--- src/rtl/m_fetch_queue.sv ---
// Instruction fetch unit with a DEPTH-entry decoupling queue, one outstanding
// memory request, redirect flush and halt detection. Optional: FETCH_QUEUE_BYPASS_EN.
module m_fetch_queue #(
  parameter int          DEPTH    = 4,
  parameter logic [31:0] RESET_PC = 32'h0000_0000
) (
  input  logic        w_clk,
  input  logic        w_rst_n,
  input  logic        w_ce,
  output logic        o_imem_req,
  output logic [11:0] o_imem_addr,
  input  logic [31:0] i_imem_data,
  output logic        o_valid,
  output logic [31:0] o_pc,
  output logic [31:0] o_instr,
  input  logic        i_ready,
  input  logic        i_redirect,
  input  logic [31:0] i_redirect_pc,
  output logic        o_halted
);

  localparam int          AW        = $clog2(DEPTH);
  localparam logic [31:0] HALT_WORD = 32'h000f_0033;
  localparam logic [31:0] NOP_WORD  = 32'h0000_0013;

  typedef struct packed {
    logic [31:0] pc;
    logic [31:0] instr;
  } entry_t;

  entry_t          mem [DEPTH];
  logic [31:0]     fetch_pc_q, fetch_pc_d;
  logic            inflight_q, inflight_d;
  logic [31:0]     inflight_pc_q, inflight_pc_d;
  logic [AW:0]     count_q, count_d;
  logic [AW-1:0]   rd_ptr_q, rd_ptr_d;
  logic [AW-1:0]   wr_ptr_q, wr_ptr_d;
  logic            halted_q, halted_d;

  logic            empty, credit_ok, issue, push, pop, enq, deq, halt_hit, bypass_vld;
  logic [AW+1:0]   occupancy;
  entry_t          head;

  assign empty     = (count_q == '0);
  // Queued entries plus the outstanding response must fit, so a push never overflows.
  assign occupancy = (AW+2)'(count_q) + (AW+2)'(inflight_q);
  assign credit_ok = occupancy < (AW+2)'(DEPTH);

  assign issue    = w_rst_n & w_ce & ~halted_q & ~i_redirect & credit_ok;
  assign push     = w_rst_n & w_ce & inflight_q & ~i_redirect;
  assign halt_hit = push & (i_imem_data == HALT_WORD);

`ifdef FETCH_QUEUE_BYPASS_EN
  assign bypass_vld = push & empty;
`else
  assign bypass_vld = 1'b0;
`endif

  assign head    = mem[rd_ptr_q];
  assign o_valid = w_rst_n & (~empty | bypass_vld);
  assign pop     = o_valid & i_ready & w_ce & ~i_redirect;
  // A bypassed response that decode takes this cycle never occupies a slot.
  assign enq     = push & ~(bypass_vld & pop);
  assign deq     = pop & ~empty;

  always_comb begin
    o_pc    = 32'h0;
    o_instr = NOP_WORD;
    if (o_valid) begin
      if (empty) begin
        o_pc    = inflight_pc_q;
        o_instr = i_imem_data;
      end else begin
        o_pc    = head.pc;
        o_instr = head.instr;
      end
    end
  end

  assign o_imem_req  = issue;
  assign o_imem_addr = fetch_pc_q[13:2];
  assign o_halted    = halted_q;

  always_comb begin
    // NOTE: every next-state signal gets its hold value first so no path leaves it unassigned (no latches).
    fetch_pc_d    = fetch_pc_q;
    inflight_d    = inflight_q;
    inflight_pc_d = inflight_pc_q;
    count_d       = count_q;
    rd_ptr_d      = rd_ptr_q;
    wr_ptr_d      = wr_ptr_q;
    halted_d      = halted_q;
    if (w_ce) begin
      if (i_redirect) begin
        fetch_pc_d = i_redirect_pc;
        inflight_d = 1'b0;
        count_d    = '0;
        rd_ptr_d   = '0;
        wr_ptr_d   = '0;
        halted_d   = 1'b0;
      end else begin
        if (enq) wr_ptr_d = wr_ptr_q + 1'b1;
        if (deq) rd_ptr_d = rd_ptr_q + 1'b1;
        count_d = count_q + (AW+1)'(enq) - (AW+1)'(deq);
        if (issue) begin
          fetch_pc_d    = fetch_pc_q + 32'd4;
          inflight_pc_d = fetch_pc_q;
        end
        // The request issued alongside a halt word is discarded on return.
        inflight_d = issue & ~halt_hit;
        if (halt_hit) halted_d = 1'b1;
      end
    end
  end

  always_ff @(posedge w_clk) begin
    // NOTE: sequential state uses non-blocking assignments so all registers update from the same sampled values.
    if (!w_rst_n) begin
      fetch_pc_q    <= RESET_PC;
      inflight_q    <= 1'b0;
      inflight_pc_q <= 32'h0;
      count_q       <= '0;
      rd_ptr_q      <= '0;
      wr_ptr_q      <= '0;
      halted_q      <= 1'b0;
    end else begin
      fetch_pc_q    <= fetch_pc_d;
      inflight_q    <= inflight_d;
      inflight_pc_q <= inflight_pc_d;
      count_q       <= count_d;
      rd_ptr_q      <= rd_ptr_d;
      wr_ptr_q      <= wr_ptr_d;
      halted_q      <= halted_d;
    end
  end

  // NOTE: queue storage is not reset; count_q alone decides which slots hold valid data.
  always_ff @(posedge w_clk) begin
    if (enq) mem[wr_ptr_q] <= '{pc: inflight_pc_q, instr: i_imem_data};
  end

endmodule
--- config.mk ---
export PLATFORM = sky130hd
export DESIGN_NAME = m_fetch_queue
export DESIGN_NICKNAME = d
export VERILOG_FILES = /design/src/rtl/m_fetch_queue.sv
export SDC_FILE = /design/constraint.sdc
export NUM_CORES = 1
export LEC_CHECK = 0
export CORE_ASPECT_RATIO = 2
export CORE_MARGIN = 2
export CORE_UTILIZATION = 46
export DETAILED_ROUTE_END_ITERATION = 7
export PLACE_DENSITY = 0.74
export SLEW_MARGIN = 10
export SYNTH_ARGS = -nofsm -noshare
export SYNTH_HDL_FRONTEND = slang
export SYNTH_SLANG_ARGS = --single-unit
--- constraint.sdc ---
create_clock -name w_clk -period 4.52 [get_ports w_clk]
set_input_delay 0.452 -clock w_clk [delete_from_list [all_inputs] [get_ports w_clk]]
set_output_delay 0.452 -clock w_clk [all_outputs]
set_load 0.005 [all_outputs]
==> impl_metrics.tcl <==
set metrics [dict create \
    ys_seq_area_share_pct 67.9 \
    num_antenna_cells 0 \
    synth_edf_count 256 \
    worst-path-max-fanout 39 \
    antenna_left 0 \
    post_cts_buffers 0 \
    leakage_uw 0.00492 \
    dp_hpwl_um 18700 \
    syn-num-nets 996 \
    cpPeakStageDelay_ps 560 \
    ctsResizeCount 0 \
    vias 8123 \
    io_pins 148 \
    fp.dieW_um 125 \
    viasPerCell 5.73 \
    ys.flop_type "edfxtp_1" \
    max_slew_margin_pct 35.2 \
    rows 88 \
    period_needed_ps 3420 \
    core_mm2 0.0290 \
    worstPathArrival_ps 2970 \
    clockBufferDepth 3 \
    hold_start "fetch_pc_q[0]$_SDFFE_PN0P_" \
    hold_ws_ps 464 \
    pre_cts_ws_ps 1290 \
    h-tree-depth 1 \
    finalPower_uw 5940 \
    fin_ws_ps 1100 \
    drv_slew 0 \
    clock_latency_ps 540 \
    cts_root_buf "clkbuf_16" \
    crit_slowest_cell "a211oi_2" \
    detail_route.wl_per_cell_um 20.1 \
    ys_ff_latch 331 \
    async_flop_share_pct 0 \
    path_cells "ha_1 -> inv_1 -> a211oi_2 -> or3_4 -> clkinv_1 -> clkdlybuf4s50_1" \
    cts_buffers 27 \
    final_nets 1116 \
    fin_tns_setup_ps 0 \
    worstReg2RegStart "count_q[1]$_SDFFE_PN0P_" \
    gp_congestion 0.864 \
    peakVddDrop_mv 0.278 \
    timing.final.crit_share_pct 75.7 \
    grt_setup_unrepaired "false" \
    grt_pass1_wl_um 45100 \
    setup_viol 0 \
    port_buffers 147 \
    cts_tree "yes" \
    placed_area_mm2 0.0153 \
    syn_to_final_growth_pct 19.9 \
    stdcell_area_mm2 0.0162 \
    syn-instance-count 918 \
    status "completed" \
    cp.required_ps 4070 \
    die_h_um 247 \
    overflow 0 \
    critical_path.top_delay_family "buffers and inverters" \
    grt_pass1_vias 8219 \
    drive_above_1_share_pct 13.0 \
    max_cap_violations 0 \
    cts_hold_buf 0 \
    yosysUniqueCellTypes 57 \
    grt_use_total_pct 18.6 \
    worst_pin_slew_ps 973 \
    yosys_warnings 0 \
    totalWireLength_um 28500 \
    antenna_found_initial 0 \
    netlist_area_mm2 0.0135 \
    synth_area_per_cell_um2 14.7 \
    worstSetupPathType "reg -> out" \
    die_area_mm2 0.0309 \
    firstDrtPassIters 5 \
    drc 0 \
    drt-initial-drc-count 543 \
    critical_path_buf_inv_count 3 \
    crit_path_end_kind "primary output" \
    start_util_pct 46.7 \
    hold_violations 0 \
    worstSetupStartpoint "count_q[1]$_SDFFE_PN0P_" \
    clkTransAtPathRegs_ps 70 \
    grt_max_degree 66 \
    cts_sinks 331 \
    cp-start-kind "flop" \
    power_density_mw_per_mm2 366 \
    finClkSkew_ps 10.2 \
    hold_path_class "reg -> reg" \
    clock.fmax_mhz 292 \
]
==> synth_stat cells, drive strengths merged (10+ instances only) <==
| cell | number | area (um2) |
|---|---|---|
| inv | 12 | 45.0 |
| a21oi | 59 | 295 |
| and2 | 66 | 413 |
| o21ai | 17 | 85.1 |
| nor2 | 26 | 97.6 |
| and3 | 10 | 62.6 |
| dfxtp | 75 | 1500 |
| clkbuf | 46 | 174 |
| nand4 | 12 | 75.1 |
| mux4 | 64 | 1440 |
| nor4 | 12 | 75.1 |
| nand3 | 16 | 80.1 |
| edfxtp | 256 | 7690 |
| buf | 27 | 164 |
| nand2 | 105 | 394 |
==> final timing paths <==
path                                 end  slack, ps  cells past startpoint
max reg2reg  fetch_pc_q[10]$_SDFFE_PN0P_       1810                      8
min           fetch_pc_q[0]$_SDFFE_PN0P_        460                      2
max                           o_imem_req       1100                      6
min reg2reg   fetch_pc_q[0]$_SDFFE_PN0P_        460                      2
==> flip-flops by register name, indices dropped and copies added, names as in the netlist, named ones only <==
name	cells
fetch_pc_q	32
inflight_pc_q	32
rd_ptr_q	2
wr_ptr_q	2
mem	256
inflight_q	1
o_halted	1
count_q	3
==> layer usage <==
layer / vias to the layer above / wire length [um] / global-route usage (%)
li1: 3756 / - / -
met1: 4040 / 10800 / 21.4
met2: 258 / 15800 / 35.4
met3: 69 / 1100 / 1.85
met4: 0 / 864 / 6.70
met5: - / 0 / 0
==> worst min-delay path: stages, from the launching register on <==
cell and delay [ps]:
dfxtp_1 320, nand2_1 50, a21oi_1 50
==> per-stage QoR <==
step	instances	utilization, %
global route	1418	56.0
finish	1418	56.0
global placement	1369	52.9
CTS	1418	56.0
floorplan	918	-
detailed placement	1369	52.9
==> cells in the final DEF, fill, tap and decap left out, types with 4 or more instances in the layout <==
| master | netlist | layout |
|---|---|---|
| edfxtp_1 | 256 | 256 |
| clkdlybuf4s50_1 | 0 | 146 |
| nand2_1 | 105 | 105 |
| dfxtp_1 | 75 | 73 |
| and2_1 | 66 | 66 |
| mux4_2 | 64 | 64 |
| a21oi_1 | 59 | 59 |
| clkbuf_16 | 0 | 27 |
| nor2_1 | 26 | 26 |
| o21ai_0 | 17 | 17 |
| nand3_1 | 16 | 16 |
| buf_4 | 12 | 13 |
| inv_1 | 12 | 12 |
| nand4_1 | 12 | 12 |
| nor4_1 | 12 | 12 |
| nor3_1 | 9 | 9 |
| a31oi_1 | 8 | 8 |
| ha_1 | 8 | 8 |
| clkinv_2 | 0 | 7 |
| and3_1 | 10 | 6 |
| and4_1 | 6 | 6 |
| clkinv_1 | 1 | 6 |
| a211oi_1 | 6 | 6 |
| nand2b_1 | 5 | 5 |
| o31ai_1 | 6 | 5 |
| o21a_1 | 5 | 5 |
| o211ai_1 | 5 | 5 |
| bufinv_16 | 0 | 5 |
| and3_2 | 0 | 4 |
| o31a_1 | 5 | 4 |
| mux2i_1 | 4 | 4 |
| o22ai_1 | 4 | 4 |
| a22oi_1 | 4 | 4 |
| o221a_2 | 4 | 4 |
| or4_1 | 4 | 4 |
| buf_12 | 0 | 4 |
==> kinds of logic after synthesis <==
kind of cell               after synthesis  synth area share [%]
adders and majority gates                9                 0.888
AOI/OAI and AO/OA                      139                  6.56
xor gates and xnor gates                 2                 0.129
DFF                                    331                  67.9
muxes                                   68                  10.9
and+or+nand+nor                        283                  10.7
buffers and inverters                   86                  2.86
==> layout make-up <==
class | count | area [um2]
fillers | 2312 | 12700
multi-input cells | 501 | 3970
repair buffers | 164 | 1640
clock buffers | 29 | 683
well taps | 360 | 450
clock inverters | 20 | 238
inverters | 13 | 48.8
flip-flops and latches | 331 | 9190
==> report_power, final <==
group	switching [uW]	internal, uW
clock	1030	1390
combinational	109	104
sequential	34.6	3280
Note: power is estimated with default switching activity, not from simulation.
